**src/rtl/alu_multicycle_if.sv**
```systemverilog
// Request/result bundle between the EX-stage requester and the multi-cycle ALU.
interface alu_multicycle_if #(
   parameter int unsigned WIDTH = 32
);
   logic             valid_i;
   logic             ready_o;
   logic [WIDTH-1:0] data1_i;
   logic [WIDTH-1:0] data2_i;
   logic [2:0]       ALUCtrl_i;
   logic [WIDTH-1:0] data_o;
   logic             Zero_o;
   logic             Overflow_o;
   logic             done_o;

   modport master (
      output valid_i, data1_i, data2_i, ALUCtrl_i,
      input  ready_o, data_o, Zero_o, Overflow_o, done_o
   );

   modport slave (
      input  valid_i, data1_i, data2_i, ALUCtrl_i,
      output ready_o, data_o, Zero_o, Overflow_o, done_o
   );
endinterface

```
**src/rtl/alu_multicycle.sv**
```systemverilog
// Multi-cycle ALU: single-cycle add/sub/logic/compare with registered result
// and flags, plus an iterative shift-add multiplier that holds ready_o low
// for WIDTH cycles while it runs.
module alu_multicycle #(
   parameter int unsigned WIDTH = 32
) (
   input  logic             clk_i,
   input  logic             rst_i,
   alu_multicycle_if.slave  bus
);
   localparam int unsigned CNT_W = $clog2(WIDTH + 1);

   typedef enum logic {
      S_IDLE,
      S_MUL
   } state_t;

   typedef enum logic [2:0] {
      OP_ADD  = 3'b000,
      OP_SUB  = 3'b001,
      OP_AND  = 3'b010,
      OP_OR   = 3'b011,
      OP_MUL  = 3'b100,
      OP_XOR  = 3'b101,
      OP_SLT  = 3'b110,
      OP_SLTU = 3'b111
   } op_t;

   state_t           state;
   op_t              op;
   logic [WIDTH-1:0] mcand;
   logic [WIDTH-1:0] mplier;
   logic [WIDTH-1:0] acc;
   logic [CNT_W-1:0] cnt;

   logic [WIDTH-1:0] sum;
   logic [WIDTH-1:0] diff;
   logic [WIDTH-1:0] alu_res;
   logic             alu_ovf;
   logic [WIDTH-1:0] acc_sum;
   logic [CNT_W-1:0] cnt_inc;

   // Single-cycle operation result and signed-overflow flag.
   always_comb begin
      op      = op_t'(bus.ALUCtrl_i);
      sum     = bus.data1_i + bus.data2_i;
      diff    = bus.data1_i - bus.data2_i;
      alu_res = '0;
      alu_ovf = 1'b0;
      case (op)
         OP_ADD: begin
            alu_res = sum;
            alu_ovf = (bus.data1_i[WIDTH-1] == bus.data2_i[WIDTH-1]) &&
                      (sum[WIDTH-1] != bus.data1_i[WIDTH-1]);
         end
         OP_SUB: begin
            alu_res = diff;
            alu_ovf = (bus.data1_i[WIDTH-1] != bus.data2_i[WIDTH-1]) &&
                      (diff[WIDTH-1] != bus.data1_i[WIDTH-1]);
         end
         OP_AND:  alu_res = bus.data1_i & bus.data2_i;
         OP_OR:   alu_res = bus.data1_i | bus.data2_i;
         OP_XOR:  alu_res = bus.data1_i ^ bus.data2_i;
         OP_SLT:  alu_res[0] = $signed(bus.data1_i) < $signed(bus.data2_i);
         OP_SLTU: alu_res[0] = bus.data1_i < bus.data2_i;
         default: alu_res = '0;
      endcase
   end

   // Next shift-add step: conditional add of the shifted multiplicand.
   always_comb begin
      acc_sum = acc + (mplier[0] ? mcand : '0);
      cnt_inc = cnt + CNT_W'(1);
   end

   // Control FSM with registered result, flags, handshake and done pulse.
   always_ff @(posedge clk_i) begin
      if (rst_i) begin
         state          <= S_IDLE;
         bus.ready_o    <= 1'b1;
         bus.data_o     <= '0;
         bus.Zero_o     <= 1'b0;
         bus.Overflow_o <= 1'b0;
         bus.done_o     <= 1'b0;
         mcand          <= '0;
         mplier         <= '0;
         acc            <= '0;
         cnt            <= '0;
      end else begin
         bus.done_o <= 1'b0;
         case (state)
            S_IDLE: begin
               if (bus.valid_i && bus.ready_o) begin
                  if (op == OP_MUL) begin
                     mcand       <= bus.data1_i;
                     mplier      <= bus.data2_i;
                     acc         <= '0;
                     cnt         <= '0;
                     state       <= S_MUL;
                     bus.ready_o <= 1'b0;
                  end else begin
                     bus.data_o     <= alu_res;
                     bus.Zero_o     <= (alu_res == '0);
                     bus.Overflow_o <= alu_ovf;
                     bus.done_o     <= 1'b1;
                  end
               end
            end
            S_MUL: begin
               acc    <= acc_sum;
               mcand  <= mcand << 1;
               mplier <= mplier >> 1;
               cnt    <= cnt_inc;
               // The last iteration's add is folded straight into data_o.
               if (cnt_inc == CNT_W'(WIDTH)) begin
                  bus.data_o     <= acc_sum;
                  bus.Zero_o     <= (acc_sum == '0);
                  bus.Overflow_o <= 1'b0;
                  bus.done_o     <= 1'b1;
                  bus.ready_o    <= 1'b1;
                  state          <= S_IDLE;
               end
            end
            default: begin
               state       <= S_IDLE;
               bus.ready_o <= 1'b1;
            end
         endcase
      end
   end
endmodule
```
**src/flat_wrapper.sv**
```systemverilog
// flat-port wrapper written by rule: the top's interface ports become plain ports
module alu_multicycle_flat 
#(
   parameter int unsigned WIDTH = 32
)
  (clk_i, rst_i, bus_valid_i, bus_data1_i, bus_data2_i, bus_ALUCtrl_i, bus_ready_o, bus_data_o, bus_Zero_o, bus_Overflow_o, bus_done_o);
  alu_multicycle_if #(.WIDTH(WIDTH)) bus_i ();
  input  logic clk_i;
  input  logic rst_i;
  input wire logic [$bits(bus_i.valid_i)-1:0] bus_valid_i;
  input wire logic [$bits(bus_i.data1_i)-1:0] bus_data1_i;
  input wire logic [$bits(bus_i.data2_i)-1:0] bus_data2_i;
  input wire logic [$bits(bus_i.ALUCtrl_i)-1:0] bus_ALUCtrl_i;
  output wire logic [$bits(bus_i.ready_o)-1:0] bus_ready_o;
  output wire logic [$bits(bus_i.data_o)-1:0] bus_data_o;
  output wire logic [$bits(bus_i.Zero_o)-1:0] bus_Zero_o;
  output wire logic [$bits(bus_i.Overflow_o)-1:0] bus_Overflow_o;
  output wire logic [$bits(bus_i.done_o)-1:0] bus_done_o;
  assign bus_i.valid_i = bus_valid_i;
  assign bus_i.data1_i = bus_data1_i;
  assign bus_i.data2_i = bus_data2_i;
  assign bus_i.ALUCtrl_i = bus_ALUCtrl_i;
  assign bus_ready_o = bus_i.ready_o;
  assign bus_data_o = bus_i.data_o;
  assign bus_Zero_o = bus_i.Zero_o;
  assign bus_Overflow_o = bus_i.Overflow_o;
  assign bus_done_o = bus_i.done_o;
  alu_multicycle #(.WIDTH(WIDTH)) u_core (.clk_i(clk_i), .rst_i(rst_i), .bus(bus_i));
endmodule
```
**config.mk**
```make
export PLATFORM = sky130hd
export DESIGN_NAME = alu_multicycle_flat
export DESIGN_NICKNAME = d
export VERILOG_FILES = /design/src/rtl/alu_multicycle_if.sv /design/src/rtl/alu_multicycle.sv /design/src/flat_wrapper.sv
export SDC_FILE = /design/constraint.sdc
export NUM_CORES = 1
export LEC_CHECK = 0
export BUFFER_PORTS_ARGS = -buffer_cell sky130_fd_sc_hd__buf_2
export CAP_MARGIN = 20
export CORE_MARGIN = 4
export CORE_UTILIZATION = 50
export DETAILED_ROUTE_END_ITERATION = 8
export GPL_ROUTABILITY_DRIVEN = 0
export MAX_ROUTING_LAYER = met4
export PLACE_DENSITY = 0.68
export SLEW_MARGIN = 40
export SYNTH_ARGS = -nofsm -noshare
export SYNTH_HDL_FRONTEND = slang
export SYNTH_SLANG_ARGS = --single-unit
```
**constraint.sdc**
```tcl
create_clock -name clk_i -period 7.7 [get_ports clk_i]
set_clock_uncertainty 0.1 [all_clocks]
set_input_delay 0 -clock clk_i [delete_from_list [all_inputs] [get_ports clk_i]]
set_output_delay 0 -clock clk_i [all_outputs]
set_load 0.1 [all_outputs]
```
==> results of run 1 <==
cell usage after synthesis, types with 7 or more instances:
cell type	instances
o21ai_0	73
nand2b_1	17
o221ai_1	7
or2_2	8
a21o_1	19
nor4_1	12
a211oi_1	28
inv_1	102
o21bai_1	13
buf_1	17
nand4_1	15
o211ai_1	37
xnor2_1	42
a211o_1	9
o2111ai_1	8
o21a_1	9
clkbuf_1	101
nand3b_1	16
nor2b_1	19
xor2_1	11
nand2_1	280
a31oi_1	17
o211a_1	7
or3_1	14
mux2i_1	13
a21oi_1	282
nor2_1	213
nand3_1	37
ha_1	143
nor3_1	30
and2_1	37
buf_2	7
dfxtp_1	139
o31ai_1	14
worst max path at each step:
stage	start	to	slack, ps
after floorplan	u_core.mplier[0]$_SDFFE_PP0P_	u_core.bus.Zero_o$_SDFFE_PP0P_	4200
after global placement	u_core.mplier[0]$_SDFFE_PP0P_	u_core.bus.data_o[26]$_SDFFE_PP0P_	3570
after detailed placement	u_core.mplier[0]$_SDFFE_PP0P_	u_core.bus.data_o[26]$_SDFFE_PP0P_	3510
after CTS	u_core.mplier[0]$_SDFFE_PP0P_	u_core.bus.data_o[26]$_SDFFE_PP0P_	3480
after global routing	u_core.mplier[0]$_SDFFE_PP0P_	u_core.bus.data_o[26]$_SDFFE_PP0P_	3110
final	u_core.mplier[0]$_SDFFE_PP0P_	u_core.bus.data_o[26]$_SDFFE_PP0P_	3410
cell type report:
type | count | share of cell area (%)
inverter | 104 | 2.57
timing repair buffer | 176 | 7.90
sequential | 139 | 18.3
tap | 335 | 2.76
multi-input combinational | 1567 | 64.6
clock inverter | 13 | 0.939
clock buffer | 19 | 2.91
critical path: cells and delay by family (launching register included):
| kind | cells | cell delay [ps] |
|---|---|---|
| AO/OA/AOI/OAI | 9 | 2320 |
| adder cells (fa/ha/maj) | 2 | 660 |
| AND/OR/NAND/NOR | 3 | 430 |
| flip-flops | 1 | 300 |
| XOR/XNOR | 1 | 220 |
| buffers and inverters | 1 | 210 |
power groups by stage:
stage	sequential (mW)	clock (mW)	combinational, mW
floorplan	0.872	0	0.410
global route	0.760	0.892	0.802
finish	0.758	0.857	0.756
CTS	0.758	0.861	0.733
detailed placement	0.774	0	0.705
global placement	0.773	0	0.700
layer usage:
layer / track usage [%] / up-vias
met5: - / -
met3: 5.10 / 188
li1: - / 6983
met4: 15.6 / 0
met1: 41.7 / 6926
met2: 47.3 / 836
kinds of logic (layout without fill, tap and decap cells):
logic type	count (synthesis)	after routing	synth area share (%)
buffers and inverters	229	312	6.46
AND/OR/NAND/NOR	734	734	25.0
flip-flops	139	139	20.7
adder cells (fa/ha/maj)	146	146	13.7
AO/OA/AOI/OAI	617	617	29.3
multiplexers	17	17	1.30
XOR/XNOR	53	53	3.45
registers in the layout (all words and copies together) (netlist names):
signal / count
u_core.bus.data_o: 32
u_core.state: 1
u_core.bus.ready_o: 1
u_core.mcand: 32
u_core.bus.Overflow_o: 1
u_core.mplier: 32
u_core.acc: 32
u_core.cnt: 6
u_core.bus.done_o: 1
u_core.bus.Zero_o: 1
metrics by stage:
step	hold WS, ps	instances
finish	24.3	2353
global route	40.0	2353
CTS	1.74	2353
detailed placement	258	2265
global placement	266	2263
floorplan	-15.9	1935
==> results.sh, run 1 <==
export IMPL_outcome="complete, but fails checks"
export IMPL_violations="design-rule violations"
export IMPL_finalHoldViolCount=0
export IMPL_relSlewSlack_pct=37.2
export IMPL_htreeDepth=4
export IMPL_layout_common_cells="a21oi_1 (282), nand2_1 (280), nor2_1 (212), ha_1 (143), dfxtp_1 (138)"
export IMPL_worstSetupPathType="reg2reg"
export IMPL_die_area_um2=29600
export IMPL_routed_wl_um=47300
export IMPL_synthTopCellsByArea="dfxtp_1 (21%), ha_1 (13%), a21oi_1 (10%), nand2_1 (7.8%), nor2_1 (5.9%)"
export IMPL_crit_chain="buf_4 > and2_1 > ha_1 > fa_1 > a211oi_1 > o21ai_1 > a32oi_1 > o21ai_1 > o41ai_2 > o21a_1 > o21ai_0 > xnor2_1 > nand2_1 > o211ai_1 > o21ai_0 > nor2_1"
export IMPL_timing_rr_end="u_core.bus.data_o[26]$_SDFFE_PP0P_"
export IMPL_cts_tree="done"
export IMPL_synthDistinctLibCells=90
export IMPL_power_frac_clock_pct=36.1
export IMPL_worst_r2r_cell_count=16
export IMPL_clockRootBuffer="clkbuf_16"
export IMPL_synth_edf_count=0
export IMPL_fmax_ghz=0.233
export IMPL_final_antenna_net_count=0
export IMPL_seq_power_share_pct=32.0
export IMPL_grt_max_degree=88
export IMPL_slowest_stage="o41ai_2"
export IMPL_maxCapViolations=0
export IMPL_stdcell_area_um2=15200
export IMPL_synth_area_per_cell_um2=6.95
export IMPL_grt_pass1_vias=13368
export IMPL_worst_setup_path_end_kind="flip-flop"
export IMPL_crit_path_max_incr_delay_ps=510
export IMPL_cts_hold_fix_buffers=56
export IMPL_p_per_area_nw_per_um2=156
export IMPL_post_place_ws_ps=3510
export IMPL_cp_required_ps=7970
export IMPL_dr_pass1_iters=9
export IMPL_reg2reg_slack_ps=3410
export IMPL_port_buffers=105
export IMPL_worstReg2RegStart="u_core.mplier[0]$_SDFFE_PP0P_"
export IMPL_met3_length_um=4590
export IMPL_multiInputGateArea_um2=9820
export IMPL_hold_end="u_core.mcand[14]$_SDFFE_PP0P_"
export IMPL_sw_frac_of_total_pct=38.4
export IMPL_period_minus_slack_ps=4290
export IMPL_place_hpwl_um=34700
export IMPL_wl_met2_um=20200
export IMPL_cts_resized=0
export IMPL_ir_worst_vdd_mv=0.134
export IMPL_power_internal_mw=1.46
export IMPL_netlist_area_leader_share_pct=20.7
export IMPL_num_vias=14933
export IMPL_met1Wirelength_um=19800
export IMPL_grt_pass1_wl_um=72800
export IMPL_synth_seq_cells=139
export IMPL_placementRows=59
export IMPL_coreArea_um2=26300
export IMPL_die_y_um=172
export IMPL_syn_nets=2151
export IMPL_routed_via_density=6.35
export IMPL_yosys_warnings=0
export IMPL_numCtsBuffers=17
export IMPL_finalCritPeriodShare_pct=55.8
export IMPL_postPlaceCellArea_um2=14100
export IMPL_grt_usage_pct=31.7
export IMPL_path_max_fanout=33
export IMPL_areaGrowthSynthToFinish_pct=13.0
export IMPL_worstHoldStart="bus_data1_i[14]"
export IMPL_worstSetupStartpointType="flip-flop"
export IMPL_synth_cells=1935
export IMPL_setup_slack_ps=3410
export IMPL_clk_latency_ps=440
export IMPL_overflow=0
export IMPL_holdPathStages=5
export IMPL_ys_seq_area_share_pct=20.7
export IMPL_switchingPower_uw=910
export IMPL_fin_util_pct=57.8
export IMPL_regArea_um2=2790
export IMPL_drtIter0Drc=1744
export IMPL_tightest_slew_ps=932
export IMPL_die_x_um=172
export IMPL_clkTransAtPathRegs_ps=60
export IMPL_final_common_cell="a21oi_1"
export IMPL_critPathArrivalTime_ps=4560
export IMPL_grt_setup_unrepaired="false"
export IMPL_synthArstFlopShare_pct=0
export IMPL_topRoutingLayerUsed="met4"
export IMPL_drc=3
export IMPL_p_total_mw=2.37
export IMPL_ys_flop_type="dfxtp_1"
export IMPL_setup_violations=0
export IMPL_routed_wire_length_per_instance_um=20.1
export IMPL_nFillCells=2531
export IMPL_p_leak_nw=6.49
export IMPL_nets=2221
export IMPL_initial_core_util_pct=51.2
export IMPL_clk_path_buf_depth=2
export IMPL_final_setup_tns_ps=0
export IMPL_final_max_slew_violation_count=0
export IMPL_yosysTopAreaCell="dfxtp_1"
export IMPL_hold_class="in2reg"
export IMPL_post_cts_setup_buffers=0
export IMPL_cts_sinks=139
export IMPL_drive_gt1_share_pct=9.17
export IMPL_synthesis_area_um2=13500
export IMPL_antenna_cells=0
export IMPL_combPwrFrac_pct=31.9
export IMPL_antenna_found_initial=0
export IMPL_io_pins=106
Power figures use the tool's default switching activity.
==> run 2: changes to the inputs <==
clock period = 4.14 ns   (was 7.7 ns; I/O delays follow)
==> results.sh, run 2 (synthesis gave the netlist of run 1 again) <==
export IMPL_placementRows=59
export IMPL_fmax_ghz=0.249
export IMPL_cp_required_ps=4400
export IMPL_grt_setup_unrepaired="true"
export IMPL_p_per_area_nw_per_um2=281
export IMPL_grt_pass1_vias=13753
export IMPL_dp_cells=2297
export IMPL_htreeDepth=4
export IMPL_nets=2257
export IMPL_die_area_um2=29600
export IMPL_final_antenna_net_count=0
export IMPL_port_buffers=105
export IMPL_critPathLaunch="bus_data2_i[7]"
export IMPL_critPathArrivalTime_ps=4280
export IMPL_p_leak_nw=6.66
export IMPL_setup_violations=0
export IMPL_num_vias=15019
export IMPL_clkTransAtPathRegs_ps=60
export IMPL_p_total_mw=4.39
export IMPL_grt_pass1_wl_um=75200
export IMPL_initial_core_util_pct=51.2
export IMPL_grt_usage_pct=32.6
export IMPL_crit_path_max_incr_delay_ps=570
export IMPL_tightest_slew_ps=761
export IMPL_cts_sinks=139
export IMPL_drive_gt1_share_pct=11.3
export IMPL_coreArea_um2=26300
export IMPL_final_max_slew_violation_count=0
export IMPL_hold_class="in2reg"
export IMPL_clk_latency_ps=430
export IMPL_cts_tree="done"
export IMPL_worst_r2r_cell_count=15
export IMPL_path_max_fanout=14
export IMPL_drc=0
export IMPL_routed_wire_length_per_instance_um=20.1
export IMPL_outcome="complete, no violations"
export IMPL_routed_wl_um=48200
export IMPL_overflow=0
export IMPL_worstSetupStartpointType="input port"
export IMPL_numCtsBuffers=17
export IMPL_critPathCapture="u_core.bus.Zero_o$_SDFFE_PP0P_"
export IMPL_place_hpwl_um=35800
export IMPL_timing_rr_end="u_core.bus.Zero_o$_SDFFE_PP0P_"
export IMPL_cpMostUsedCell="buf_4"
export IMPL_drtIter0Drc=1684
export IMPL_clockRootBuffer="clkbuf_16"
export IMPL_die_x_um=172
export IMPL_fin_cells=2393
export IMPL_whs_ps=31.6
export IMPL_ir_worst_vdd_mv=0.220
export IMPL_die_y_um=172
export IMPL_slowest_stage="dlygate4sd3_1"
export IMPL_nFillCells=2486
export IMPL_worst_setup_path_end_kind="flip-flop"
export IMPL_areaGrowthSynthToFinish_pct=15.9
export IMPL_post_cts_setup_buffers=0
export IMPL_fin_util_pct=59.3
export IMPL_layout_common_cells="nand2_1 (280), a21oi_1 (280), nor2_1 (212), ha_1 (143), dfxtp_1 (138)"
export IMPL_maxCapViolations=0
export IMPL_period_minus_slack_ps=4020
export IMPL_worstReg2RegStart="u_core.mcand[0]$_SDFFE_PP0P_"
export IMPL_dr_pass1_iters=9
export IMPL_routed_via_density=6.28
export IMPL_io_pins=106
export IMPL_crit_chain="dlygate4sd3_1 > buf_2 > inv_1 > ha_1 > o21a_1 > a21oi_1 > a2111o_1 > nor3b_2 > buf_4 > o311a_1 > a311oi_1 > o21ai_0 > a211oi_1 > buf_4 > nand2_1 > nor3_1 > a31oi_1 > o21ai_1"
export IMPL_clk_path_buf_depth=2
export IMPL_finalHoldViolCount=0
export IMPL_finalCritPeriodShare_pct=97.0
export IMPL_relSlewSlack_pct=49.2
export IMPL_worstSetupPathType="in2reg"
export IMPL_grt_max_degree=106
export IMPL_antenna_found_initial=4
export IMPL_reg2reg_slack_ps=180
[run 2: cell types whose count changed in the layout (fill, tap and decap cells not counted), sizes merged, moves of 4 or more]
| cell | before | now |
|---|---|---|
| buf | 120 | 152 |
| clkinv | 8 | 3 |
| inv | 105 | 111 |
| diode | 0 | 4 |
| dlygate4sd3 | 56 | 60 |
[run 2: area by class of cell]
type                    count  area, µm²  area share [%]
multi-input cells        1567       9930            63.7
flip-flops and latches    139       2790            17.9
repair buffers            212       1490            9.53
clock buffers              18        439            2.82
well taps                 335        419            2.69
inverters                 104        390            2.50
clock inverters            14        125           0.803
diodes                      4       10.0          0.0642
[run 2: power by group]
group	switching [mW]	internal [mW]
sequential	0.0289	1.38
combinational	0.990	0.465
clock	0.717	0.806
total	1.74	2.65
[run 2: how the worst min path moves through the flow]
stage,cells after the start,to,start
3_3_place_gp,3,u_core.mcand[0]$_SDFFE_PP0P_,bus_data1_i[0]
5_1_grt,5,u_core.mcand[13]$_SDFFE_PP0P_,bus_data1_i[13]
3_5_place_dp,3,u_core.mcand[0]$_SDFFE_PP0P_,bus_data1_i[0]
2_1_floorplan,1,u_core.bus.done_o$_SDFF_PP0_,rst_i
4_1_cts,5,u_core.mcand[12]$_SDFFE_PP0P_,bus_data1_i[12]
6_report,5,u_core.mcand[12]$_SDFFE_PP0P_,bus_data1_i[12]
[run 2: stage by stage]
stage / setup TNS (ps) / setup slack, ps / instance area, µm²
CTS: 0 / 6.63 / 15500
floorplan: 0 / 645 / 13500
detailed placement: 0 / 140 / 14300
finish: 0 / 123 / 15600
global route: -33.7 / -33.7 / 15600
global placement: 0 / 194 / 14300
[run 2: critical path, delay by kind of cell]
kind	cells	cell delay (ps)
buffers and inverters	5	1160
adder cells (fa/ha/maj)	1	540
AND/OR/NAND/NOR	3	460
AO/OA/AOI/OAI	9	2100
[run 2: repair_timing]
item,4_1_cts,5_1_grt
hold endpoints to repair,60,0
gates resized for setup,0,19
endpoints found under the setup margin,0,7
hold buffers,60,0
[run 2: layer usage]
metal | vias up | share of wire [%] | routed length, µm | global-route usage (%)
met1 | 6984 | 42 | 20400 | 42.6
met3 | 180 | 8.9 | 4280 | 5.67
li1 | 7051 | - | - | -
met2 | 804 | 43 | 20600 | 48.9
met4 | 0 | 6.2 | 2970 | 15.7
met5 | - | 0 | 0 | -
